`config.mk`:
```
export PLATFORM = sky130hd
export DESIGN_NAME = mux_rr_arb
export DESIGN_NICKNAME = d
export VERILOG_FILES = /design/src/rtl/mux_rr_arb.sv
export SDC_FILE = /design/constraint.sdc
export NUM_CORES = 1
export LEC_CHECK = 0
export CAP_MARGIN = 5
export CORE_MARGIN = 10
export CORE_UTILIZATION = 47
export DETAILED_ROUTE_END_ITERATION = 8
export GPL_ROUTABILITY_DRIVEN = 0
export PLACE_DENSITY = 0.94
export SLEW_MARGIN = 25
export SYNTH_ARGS = -nofsm -noshare
export SYNTH_HDL_FRONTEND = slang
export SYNTH_SLANG_ARGS = --single-unit
```
`constraint.sdc`:
```
create_clock -name clk -period 5.9 [get_ports clk]
set_clock_uncertainty 0.2 [all_clocks]
set_input_delay 1.18 -clock clk [delete_from_list [all_inputs] [get_ports clk]]
set_output_delay 1.18 -clock clk [all_outputs]
set_load 0.005 [all_outputs]
```
`src/rtl/mux_rr_arb.sv`:
```
// N-input registered multiplexer with per-channel valid/ready handshake.
// Selects by round-robin across valid inputs (mode=0) or by an external index (mode=1).
module mux_rr_arb #(
  parameter  int WIDTH  = 8,
  parameter  int NUM_IN = 8,
  localparam int SEL_W  = $clog2(NUM_IN)
) (
  input  logic                    clk,
  input  logic                    rst_n,
  input  logic                    mode,
  input  logic [SEL_W-1:0]        sel,
  input  logic [NUM_IN*WIDTH-1:0] in_data,
  input  logic [NUM_IN-1:0]       in_valid,
  output logic [NUM_IN-1:0]       in_ready,
  output logic [WIDTH-1:0]        out_data,
  output logic [SEL_W-1:0]        out_chan,
  output logic                    out_valid,
  input  logic                    out_ready
);

  logic [WIDTH-1:0] out_data_q, out_data_d;
  logic [SEL_W-1:0] out_chan_q, out_chan_d;
  logic             out_valid_q, out_valid_d;
  logic [SEL_W-1:0] ptr_q, ptr_d;

  logic             load_en;
  logic             gnt_vld;
  logic [SEL_W-1:0] gnt_idx;
  logic [WIDTH-1:0] gnt_data;
  int               rr_idx;

  assign load_en = !out_valid_q || out_ready;

  // Round-robin scan runs from the far end back to ptr so the last hit is the first in search order.
  always_comb begin
    gnt_vld = 1'b0;
    gnt_idx = '0;
    rr_idx  = 0;
    if (load_en) begin
      if (mode) begin
        for (int i = 0; i < NUM_IN; i++) begin
          if (sel == SEL_W'(i) && in_valid[i]) begin
            gnt_vld = 1'b1;
            gnt_idx = SEL_W'(i);
          end
        end
      end else begin
        for (int k = NUM_IN - 1; k >= 0; k--) begin
          rr_idx = int'(ptr_q) + k;
          if (rr_idx >= NUM_IN) rr_idx = rr_idx - NUM_IN;
          if (in_valid[SEL_W'(rr_idx)]) begin
            gnt_vld = 1'b1;
            gnt_idx = SEL_W'(rr_idx);
          end
        end
      end
    end
  end

  always_comb begin
    gnt_data = '0;
    for (int i = 0; i < NUM_IN; i++) begin
      if (gnt_idx == SEL_W'(i)) gnt_data = in_data[i*WIDTH +: WIDTH];
    end
  end

  assign in_ready = (rst_n && gnt_vld) ? (NUM_IN'(1) << gnt_idx) : '0;

  always_comb begin
    out_data_d  = out_data_q;
    out_chan_d  = out_chan_q;
    out_valid_d = out_valid_q;
    ptr_d       = ptr_q;
    if (gnt_vld) begin
      out_data_d  = gnt_data;
      out_chan_d  = gnt_idx;
      out_valid_d = 1'b1;
      if (!mode) begin
        ptr_d = (int'(gnt_idx) == NUM_IN - 1) ? '0 : gnt_idx + SEL_W'(1);
      end
    end else if (out_ready) begin
      out_valid_d = 1'b0;
    end
  end

  always_ff @(posedge clk or negedge rst_n) begin
    if (!rst_n) begin
      out_data_q  <= '0;
      out_chan_q  <= '0;
      out_valid_q <= 1'b0;
      ptr_q       <= '0;
    end else begin
      out_data_q  <= out_data_d;
      out_chan_q  <= out_chan_d;
      out_valid_q <= out_valid_d;
      ptr_q       <= ptr_d;
    end
  end

  assign out_data  = out_data_q;
  assign out_chan  = out_chan_q;
  assign out_valid = out_valid_q;

endmodule

```
==> results.yml <==
global_route:
  antenna_found_initial: 0
  grtUsageMet3: 0.04933
  met1_usage: 0.2553
  grt_usage: 0.2281
  grt_overflow: 0
  grt_max_degree: 23
  top_usage_layer: "met2"
  grt_pass1_vias: 3833
  grt_pass1_wl_mm: 18.62
  grt_use_met2: 0.3893
synthesis:
  synth_flop_cell: "dfrtp_1"
  ys_seq_area_frac: 0.1310
  yosysUniqueCellTypes: 69
  ys_seq_elements: 15
  syn_inst: 343
  synth_edf_count: 0
  syn-num-nets: 428
  yosys_warnings: 0
  syn-cell-area_um2: 2865
  synthArstFlopShare: 1.000
  postSynthAreaPerCell_um2: 8.353
cells_and_area:
  nNetsFinal: 527
  area_growth_pct: 40.13
  insertedDiodeCount: 0
  drive_gt1_frac: 0.1610
  fin_area_um2: 4015
drt:
  via_count: 3703
  drt_iter0_drc: 521
  routedWlPerCell_um: 22.86
  drc: 0
  drt_pass1_iterations: 6
  vias_per_cell: 7.176
  totalWireLength_mm: 11.79
  ant_nets: 0
min_path:
  hp-class: "flop to flop"
  holdPathStages: 2
clock_tree:
  clockBufferDepth: 2
  cts.sinks: 15
  numCtsBuffers: 3
  tritoncts: "done"
  root_buffer: "clkbuf_8"
  htree_levels: 1
  insertion_delay_ns: 0.26
  clk_pin_slew_ns: 0.07
  cts_hold_buf: 0
setup_path:
  crit_arrival_ns: 4.32
  startpoint_type: "input pin"
  rrSetupSlack_ns: 1.16
  crit_type: "input pin to output pin"
  crit_required_ns: 4.52
  reg2regPathDepth: 16
  crit_fanout: 10
  endpoint_kind: "output pin"
pwr:
  p_leak_uw: 0.001575
  ir_drop_mv: 0.2074
  p_per_area_nw_per_um2: 441.2
flow_run:
  max-cap-violations: 0
floorplan:
  initial_core_util: 0.4839
  die_height_um: 98.08
  die_x_um: 98.08
  pin_count: 99
  core_um2: 5921
  dieArea_um2: 9620
  rows: 28
place:
  dpl_cell_area_um2: 3941
  io_buffers: 98
  hpwlAfterDp_mm: 8.871
timing:
  relSlewSlack: 0.3873
  setup_viol: 0
  maxSlewViolCount: 0
  fin_hold_ws_ns: 0.2821
  rsz0062_at_grt: "no"
  tightest_slew_ns: 0.9191
  min_period_ns: 5.704
  hold_viol: 0
  post-route-period-util: 0.9668
  fmax_mhz: 175.3
outcome:
  run_status: "finished, final reports clean"
## synthesized netlist by cell type, drive strengths merged (3+ instances only)
cell type  number  area share
a22o            3      0.0092
a32oi           9       0.028
a21o            6       0.016
and4            3       0.010
a41oi           6       0.025
a221oi          3      0.0092
buf            11       0.032
o2111ai        10       0.031
nor3           11       0.021
mux4           14        0.11
nor2           29       0.038
o41ai           6       0.025
clkbuf         13       0.017
o21ai          17       0.034
and3           13       0.030
o2111a          5       0.020
o22ai          12       0.026
o211ai          3      0.0079
a21oi          20       0.036
nand2b          8       0.017
o21a            4       0.010
dfrtp          15        0.13
nor4            3       0.012
mux2           10       0.042
inv             9       0.013
mux2i          13       0.045
a21boi          6       0.016
a211oi          9       0.034
nand2          38       0.050
nor2b           3      0.0066
a311oi          3      0.0092
ha              6       0.026
## worst max-delay path: stages
cell             delay (ns)
dlygate4sd2_1          0.34
mux4_2                 0.58
mux2i_1                0.28
o21a_1                 0.22
a21oi_1                0.12
o41ai_4                0.35
inv_4                  0.10
nor2_1                 0.21
ha_1                   0.23
inv_1                  0.07
nor2_1                 0.10
clkdlybuf4s50_1        0.54
## timing repair
action                                  in CTS  in global routing
endpoints found under the setup margin       2                  6
gates resized for setup                      5                  6
buffers inserted                             1                  0
pin swaps                                    1                  1
## cell usage in the layout, fill, tap and decap left out, drive strengths merged, types with 4 or more instances in the layout
cell type / instances
a21o: 6
nor2: 29
inv: 9
mux4: 14
a21boi: 6
a32oi: 9
a41oi: 6
o21ai: 17
dfrtp: 15
mux2: 10
buf: 20
a211oi: 9
o21a: 4
dlymetal6s2s: 5
mux2i: 13
o2111ai: 10
nand2b: 8
o41ai: 6
a21oi: 20
nand2: 38
clkdlybuf4s50: 90
o22ai: 12
nor3: 11
o2111a: 5
ha: 6
and3: 13
## final cells by class
cell class,instances,area [µm²]
repair buffers,118,1140
multi-input cells,294,2320
flip-flops and latches,15,375.4
clock buffers,3,41.29
well taps,75,93.84
inverters,10,40.04
clock inverters,1,5.005
fillers,457,1906
## metrics by stage
| step | setup TNS, ns | total power [µW] | util | std cells | setup WS (ns) |
|---|---|---|---|---|---|
| after floorplan | 0 | 1210 | - | 343 | 0.7815 |
| after global routing | 0 | 1867 | 0.6781 | 516 | 0.1052 |
| final | 0 | 1771 | 0.6781 | 516 | 0.1957 |
| after global placement | 0 | 1549 | 0.6657 | 511 | 0.1696 |
| after detailed placement | -0.02372 | 1602 | 0.6657 | 511 | -0.01233 |
| after CTS | 0 | 1708 | 0.6754 | 516 | 0.02992 |
## report_power, final
group,leakage (µW),internal [µW],switching (µW)
Clock,0.0000255,47.1,44.7
Sequential,0.000185,144,63.4
Combinational,0.00136,657,815
## state kept, by name (all words and copies together) (netlist names)
| register | cells |
|---|---|
| ptr_q | 3 |
| out_chan | 3 |
| out_data | 8 |
| out_valid | 1 |
## routing by layer
layer / vias up / wire length (µm)
li1: 1574 / -
met1: 1692 / 3959
met2: 348 / 5738
met3: 89 / 1430
met4: 0 / 666
met5: - / 0
## cells by family (layout without fill, tap and decap cells)
family | after synthesis | after routing | synth area share
AOI/OAI and AO/OA | 132 | 132 | 0.3659
and+or+nand+nor | 116 | 116 | 0.2044
muxes | 37 | 37 | 0.1974
buffers and inverters | 34 | 132 | 0.06332
DFF | 15 | 15 | 0.1310
adders and majority gates | 6 | 6 | 0.02620
xor gates and xnor gates | 3 | 3 | 0.01179
## worst paths after layout
kind,startpoint,endpoint
max,in_valid[5],in_ready[3]
min reg2reg,out_chan[2],out_chan[2]
min in group asynchronous,rst_n,out_chan[2]
max in group asynchronous,rst_n,out_data[4]
min,out_chan[2],out_chan[2]
max reg2reg,ptr_q[0],out_data[6]
Power figures use the tool's default switching activity.
